[src/rtl/gshare_predictor_pkg.sv]
// Shared definitions for the saturating-counter branch predictors:
// mode encodings and counter constants derived from counter width.
package gshare_predictor_pkg;

   typedef enum logic {
      MODE_BIMODAL = 1'b0,
      MODE_GSHARE  = 1'b1
   } mode_e;

   // Weakly not-taken: the largest value whose MSB is still clear.
   function automatic int unsigned ctr_reset_val(input int unsigned width);
      return (32'd1 << (width - 1)) - 32'd1;
   endfunction

   function automatic int unsigned ctr_max_val(input int unsigned width);
      return (32'd1 << width) - 32'd1;
   endfunction

endpackage

[src/rtl/sat_counter_update.sv]
// Combinational saturating up/down step for one prediction counter.
// Taken moves toward max, not-taken toward zero; the rails hold.
module sat_counter_update
   import gshare_predictor_pkg::*;
#(
   parameter int unsigned WIDTH = 2
) (
   input  logic [WIDTH-1:0] value_i,
   input  logic             dir_i,
   output logic [WIDTH-1:0] value_o
);

   localparam logic [WIDTH-1:0] CTR_MAX = WIDTH'(ctr_max_val(WIDTH));

   always_comb begin
      value_o = value_i;
      if (dir_i) begin
         if (value_i != CTR_MAX) value_o = value_i + WIDTH'(1);
      end else begin
         if (value_i != '0) value_o = value_i - WIDTH'(1);
      end
   end

endmodule

[src/rtl/gshare_predictor.sv]
// Bimodal/gshare direction predictor: one-cycle registered lookup, independent
// same-cycle training, speculative global history repaired on mispredict.
module gshare_predictor
   import gshare_predictor_pkg::*;
#(
   parameter int unsigned ADDRESS_WIDTH = 4,
   parameter int unsigned COUNTER_WIDTH = 2,
   parameter int unsigned HISTORY_WIDTH = 4
) (
   input  logic                     clk,
   input  logic                     rst,
   input  logic                     mode,
   input  logic                     pred_valid,
   input  logic [ADDRESS_WIDTH-1:0] pred_address,
   output logic                     pred_out_valid,
   output logic                     pred_taken,
   output logic [ADDRESS_WIDTH-1:0] pred_index,
   output logic [HISTORY_WIDTH-1:0] pred_history,
   input  logic                     upd_valid,
   input  logic [ADDRESS_WIDTH-1:0] upd_index,
   input  logic [HISTORY_WIDTH-1:0] upd_history,
   input  logic                     upd_result,
   input  logic                     upd_mispredict,
   output logic [HISTORY_WIDTH-1:0] ghr,
   output logic [15:0]              mispredict_count
);

   localparam int DEPTH = 2 ** ADDRESS_WIDTH;
   localparam logic [COUNTER_WIDTH-1:0] CTR_RST = COUNTER_WIDTH'(ctr_reset_val(COUNTER_WIDTH));

   logic [COUNTER_WIDTH-1:0] ctr_q [DEPTH];
   logic [COUNTER_WIDTH-1:0] ctr_upd;
   logic [HISTORY_WIDTH-1:0] ghr_q, ghr_d, ghr_shift, ghr_repair;
   logic [ADDRESS_WIDTH-1:0] lkp_idx;
   logic                     lkp_taken;
   logic                     repair;
   logic                     out_vld_q, taken_q;
   logic [ADDRESS_WIDTH-1:0] index_q;
   logic [HISTORY_WIDTH-1:0] hist_q;
   logic [15:0]              mis_cnt_q, mis_cnt_d;
   logic                     unused_hist_msb;

   assign lkp_idx   = (mode == MODE_GSHARE) ? (pred_address ^ ADDRESS_WIDTH'(ghr_q)) : pred_address;
   assign lkp_taken = ctr_q[lkp_idx][COUNTER_WIDTH-1];
   assign repair    = upd_valid && upd_mispredict;

   // The oldest resolved-history bit falls off the end during repair.
   assign unused_hist_msb = upd_history[HISTORY_WIDTH-1];

   generate
      if (HISTORY_WIDTH == 1) begin : g_hist1
         assign ghr_shift  = lkp_taken;
         assign ghr_repair = upd_result;
      end else begin : g_histn
         assign ghr_shift  = {ghr_q[HISTORY_WIDTH-2:0], lkp_taken};
         assign ghr_repair = {upd_history[HISTORY_WIDTH-2:0], upd_result};
      end
   endgenerate

   // Repair outranks the speculative shift of a lookup in the same cycle.
   always_comb begin
      ghr_d = ghr_q;
      if (pred_valid) ghr_d = ghr_shift;
      if (repair)     ghr_d = ghr_repair;
   end

   always_comb begin
      mis_cnt_d = mis_cnt_q;
      if (repair && (mis_cnt_q != 16'hFFFF)) mis_cnt_d = mis_cnt_q + 16'd1;
   end

   sat_counter_update #(.WIDTH(COUNTER_WIDTH)) u_sat (
      .value_i (ctr_q[upd_index]),
      .dir_i   (upd_result),
      .value_o (ctr_upd)
   );

   always_ff @(posedge clk) begin
      if (!rst) begin
         for (int i = 0; i < DEPTH; i++) ctr_q[i] <= CTR_RST;
         ghr_q     <= '0;
         out_vld_q <= 1'b0;
         taken_q   <= 1'b0;
         index_q   <= '0;
         hist_q    <= '0;
         mis_cnt_q <= '0;
      end else begin
         if (upd_valid) ctr_q[upd_index] <= ctr_upd;
         ghr_q     <= ghr_d;
         out_vld_q <= pred_valid;
         if (pred_valid) begin
            taken_q <= lkp_taken;
            index_q <= lkp_idx;
            hist_q  <= ghr_q;
         end
         mis_cnt_q <= mis_cnt_d;
      end
   end

   assign pred_out_valid   = out_vld_q;
   assign pred_taken       = taken_q;
   assign pred_index       = index_q;
   assign pred_history     = hist_q;
   assign ghr              = ghr_q;
   assign mispredict_count = mis_cnt_q;

endmodule

[config.mk]
export PLATFORM = sky130hd
export DESIGN_NAME = gshare_predictor
export DESIGN_NICKNAME = d
export VERILOG_FILES = /design/src/rtl/gshare_predictor_pkg.sv /design/src/rtl/sat_counter_update.sv /design/src/rtl/gshare_predictor.sv
export SDC_FILE = /design/constraint.sdc
export NUM_CORES = 1
export LEC_CHECK = 0
export CAP_MARGIN = 10
export CORE_MARGIN = 2
export CORE_UTILIZATION = 55
export DETAILED_ROUTE_END_ITERATION = 7
export GPL_ROUTABILITY_DRIVEN = 1
export PLACE_DENSITY = 0.81
export SETUP_SLACK_MARGIN = 0.5
export SLEW_MARGIN = 20
export SYNTH_ARGS = -nofsm -noshare
export SYNTH_HDL_FRONTEND = slang
export SYNTH_SLANG_ARGS = --single-unit
[constraint.sdc]
create_clock -name clk -period 4.7 [get_ports clk]
set_clock_uncertainty 0.1 [all_clocks]
set_input_delay 0.94 -clock clk [delete_from_list [all_inputs] [get_ports clk]]
set_output_delay 0.94 -clock clk [all_outputs]
set_load 0.02 [all_outputs]
==> out/metrics.yaml <==
status: "finished, final reports clean"
final_cell_mix: "49 x nand2_1, 47 x clkdlybuf4s50_1, 45 x nor2_1, 32 x edfxtp_1, 30 x dfxtp_1"
hpwl_um: 5280
die_area_sq_mm: 0.006575
clock.fmax_mhz: 270.9
peakVddDrop_uv: 193.4
finalSetupTns_ps: 0
worst-path-max-fanout: 12
synth_async_sr_flop_share_pct: 0
crit_buf_inv: 2
core_sq_mm: 0.005816
startpoint_type: "input pin"
cts_buffers: 9
antenna_left: 0
syn_area_sq_mm: 0.003268
crit_slowest_cell: "clkdlybuf4s50_1"
hold_start: "pred_history[1]$_SDFFE_PN0P_"
synth_cells: 338
synth_fp_nets: 358
numClockSinks: 62
grtUsageTotal_pct: 24.06
setup_viol: 0
min_period_ps: 3691
seq_area_frac_synth_pct: 47.78
p_leak_nw: 1.341
synth_compound_area_share_pct: 8.806
antenna_found_initial: 0
ff2ff_setup_slack_ps: 2180
ios: 49
postPlaceCellArea_sq_mm: 0.003749
r2r_end: "ghr[0]$_SDFFE_PN0P_"
ys_warn_count: 0
maxCapViolations: 0
viasPerCell: 5.749
max_stage_delay_ps: 920
synth_fa_ha_area_share_pct: 0.7274
drive_above_1_share_pct: 9.399
overflow: 0
final-max-slew-violation-count: 0
cts_tree: "done"
post-route-util_pct: 67.94
fin_crit_sh_pct: 78.54
wire_per_inst_um: 16.11
path_class: "input pin to register"
synthFlopType: "edfxtp_1"
crit_top_cell: "mux4_2"
end_kind: "register"
worst_pin_slew_ps: 1114
syn_avg_cell_area_sq_um: 9.669
grt_setup_unrepaired: "no"
portBuffers: 47
hold_end: "pred_history[1]$_SDFFE_PN0P_"
hold_depth: 2
drt_iter0_drc: 131
syn_to_final_growth_pct: 20.90
crit_required_ps: 4690
final_common_cell: "nand2_1"
crit_family: "buffers and inverters"
synth-xor-area-share_pct: 5.054
cts_root_buf: "clkbuf_8"
yosys.area_share.simple_pct: 23.20
place_congestion: 0.8061
synth_seq_cells: 62
die_x_um: 81.09
finalHoldViolations: 0
post_cts_buffers: 0
synth_top_family_by_area: "simple AND/OR/NAND/NOR gates"
grt_pass1_wl_um: 11670
ctsHoldBuffers: 0
ys_types: 49
num_rows: 28
clk_pin_slew_ps: 70
grt_max_degree: 25
fill_cells: 454
nets: 398
die_h_um: 81.09
start_util_pct: 56.20
grt_pass1_vias: 2532
path_cells: "clkdlybuf4s50_1 > mux4_2 > mux4_2 > o21ai_2 > buf_4 > nor2_1"
finalInstanceArea_sq_mm: 0.003951
cellPowerDensity_mw_per_mm2: 312.3
timing.rr.start: "ghr[0]$_SDFFE_PN0P_"
arrival_ps: 3690
relSlewSlack_pct: 25.23
muxShareOfSynthArea_pct: 9.686
synth_edf_count: 32
cts-resized-gates: 0
antenna-diode-count: 0
reg2regPathDepth: 7
clk_latency_ps: 340
drt_first_pass_iters: 4
drc: 0
clk_path_buf_depth: 2
vias: 2633
wirelength_um: 7379
cts.htree.levels: 3
hold_class: "register to register"
[how the worst max path moves through the flow]
stage / from / end / slack, ps / depth (start not counted)
6_report: upd_index[0] / ctr_q[11][1]$_SDFFCE_PN0P_ / 1010 / 6
3_5_place_dp: upd_index[0] / ctr_q[11][1]$_SDFFCE_PN0P_ / 640 / 6
3_3_place_gp: upd_index[0] / ctr_q[11][1]$_SDFFCE_PN0P_ / 690 / 6
5_1_grt: upd_index[0] / ctr_q[12][1]$_SDFFCE_PN0P_ / 880 / 6
2_1_floorplan: upd_index[0] / ctr_q[10][1]$_SDFFCE_PN0P_ / 1660 / 9
4_1_cts: upd_index[0] / ctr_q[11][1]$_SDFFCE_PN0P_ / 1000 / 6
[final cells by class]
cell class                 instances  area, sq um  area share [%]
sequential                        62         1562           39.52
inverter                           9        33.78          0.8550
tap                               75        93.84           2.375
multi-input combinational        244         1551           39.27
clock inverter                     4        25.02          0.6333
clock buffer                      12        177.7           4.497
timing repair buffer              52        508.0           12.86
[Yosys cell counts, drive strengths merged, types with 2 or more instances]
cell    count  area share, %
a311oi      3           0.80
a211oi      4           0.92
xor2        8            2.1
a31oi       5           0.96
mux4       10            6.9
inv         8           0.92
dfxtp      30             18
nand2      49            5.6
mux2i       8            2.5
o21ai      12            2.0
clkbuf     14            1.6
nor2b       2           0.38
nand3b      2           0.46
buf         9            2.1
xnor2      10            2.9
nor2       45            5.2
nor3        5           0.77
a21oi       8            1.2
edfxtp     32             29
nor3b       2           0.46
nand4       7            1.3
and2        2           0.38
and3b       3           0.80
nand3      28            4.3
a211o       2           0.54
nand2b     13            2.5
[flip-flops by register name (all words and copies together), names as in the netlist]
signal            cells
ctr_q                32
mispredict_count     16
ghr                   4
pred_history          4
pred_index            4
pred_out_valid        1
pred_taken            1
[worst min-delay path, delay by kind of cell (launching register included)]
kind / cells / cell delay (ps)
compound gates: 1 / 60
flops: 1 / 310
simple gates: 1 / 60
[metal layers]
layer | share of wire (%) | routed length [um] | global-route usage (%)
met1 | 40 | 2938 | 28.63
met2 | 52 | 3843 | 42.07
met3 | 6.7 | 496 | 6.222
met4 | 1.3 | 99 | 8.644
met5 | 0 | 0 | 0
[where the power goes]
group / total [mW] / internal [mW] / switching [mW]
combinational: 0.168 / 0.0728 / 0.0953
clock: 0.465 / 0.255 / 0.210
sequential: 0.601 / 0.586 / 0.0154
total: 1.23 / 0.913 / 0.320
[per-stage QoR]
stage / std cells / hold slack, ps / total power [mW] / worst slack, ps
CTS: 458 / 374.5 / 1.240 / 1003
global route: 458 / 392.0 / 1.274 / 878.5
global placement: 442 / 361.8 / 0.7747 / 690.2
floorplan: 338 / 422.2 / 0.7195 / 1657
finish: 458 / 371.3 / 1.234 / 1009
detailed placement: 442 / 362.5 / 0.7791 / 640.1
[logic make-up (layout without fill, tap and decap cells)]
| group | after synthesis | count (layout) |
|---|---|---|
| AOI/OAI and AO/OA | 43 | 43 |
| xor gates and xnor gates | 18 | 18 |
| and+or+nand+nor | 162 | 162 |
| muxes | 19 | 19 |
| DFF | 62 | 62 |
| adders and majority gates | 2 | 2 |
| buffers and inverters | 32 | 77 |
Power figures use the tool's default switching activity.
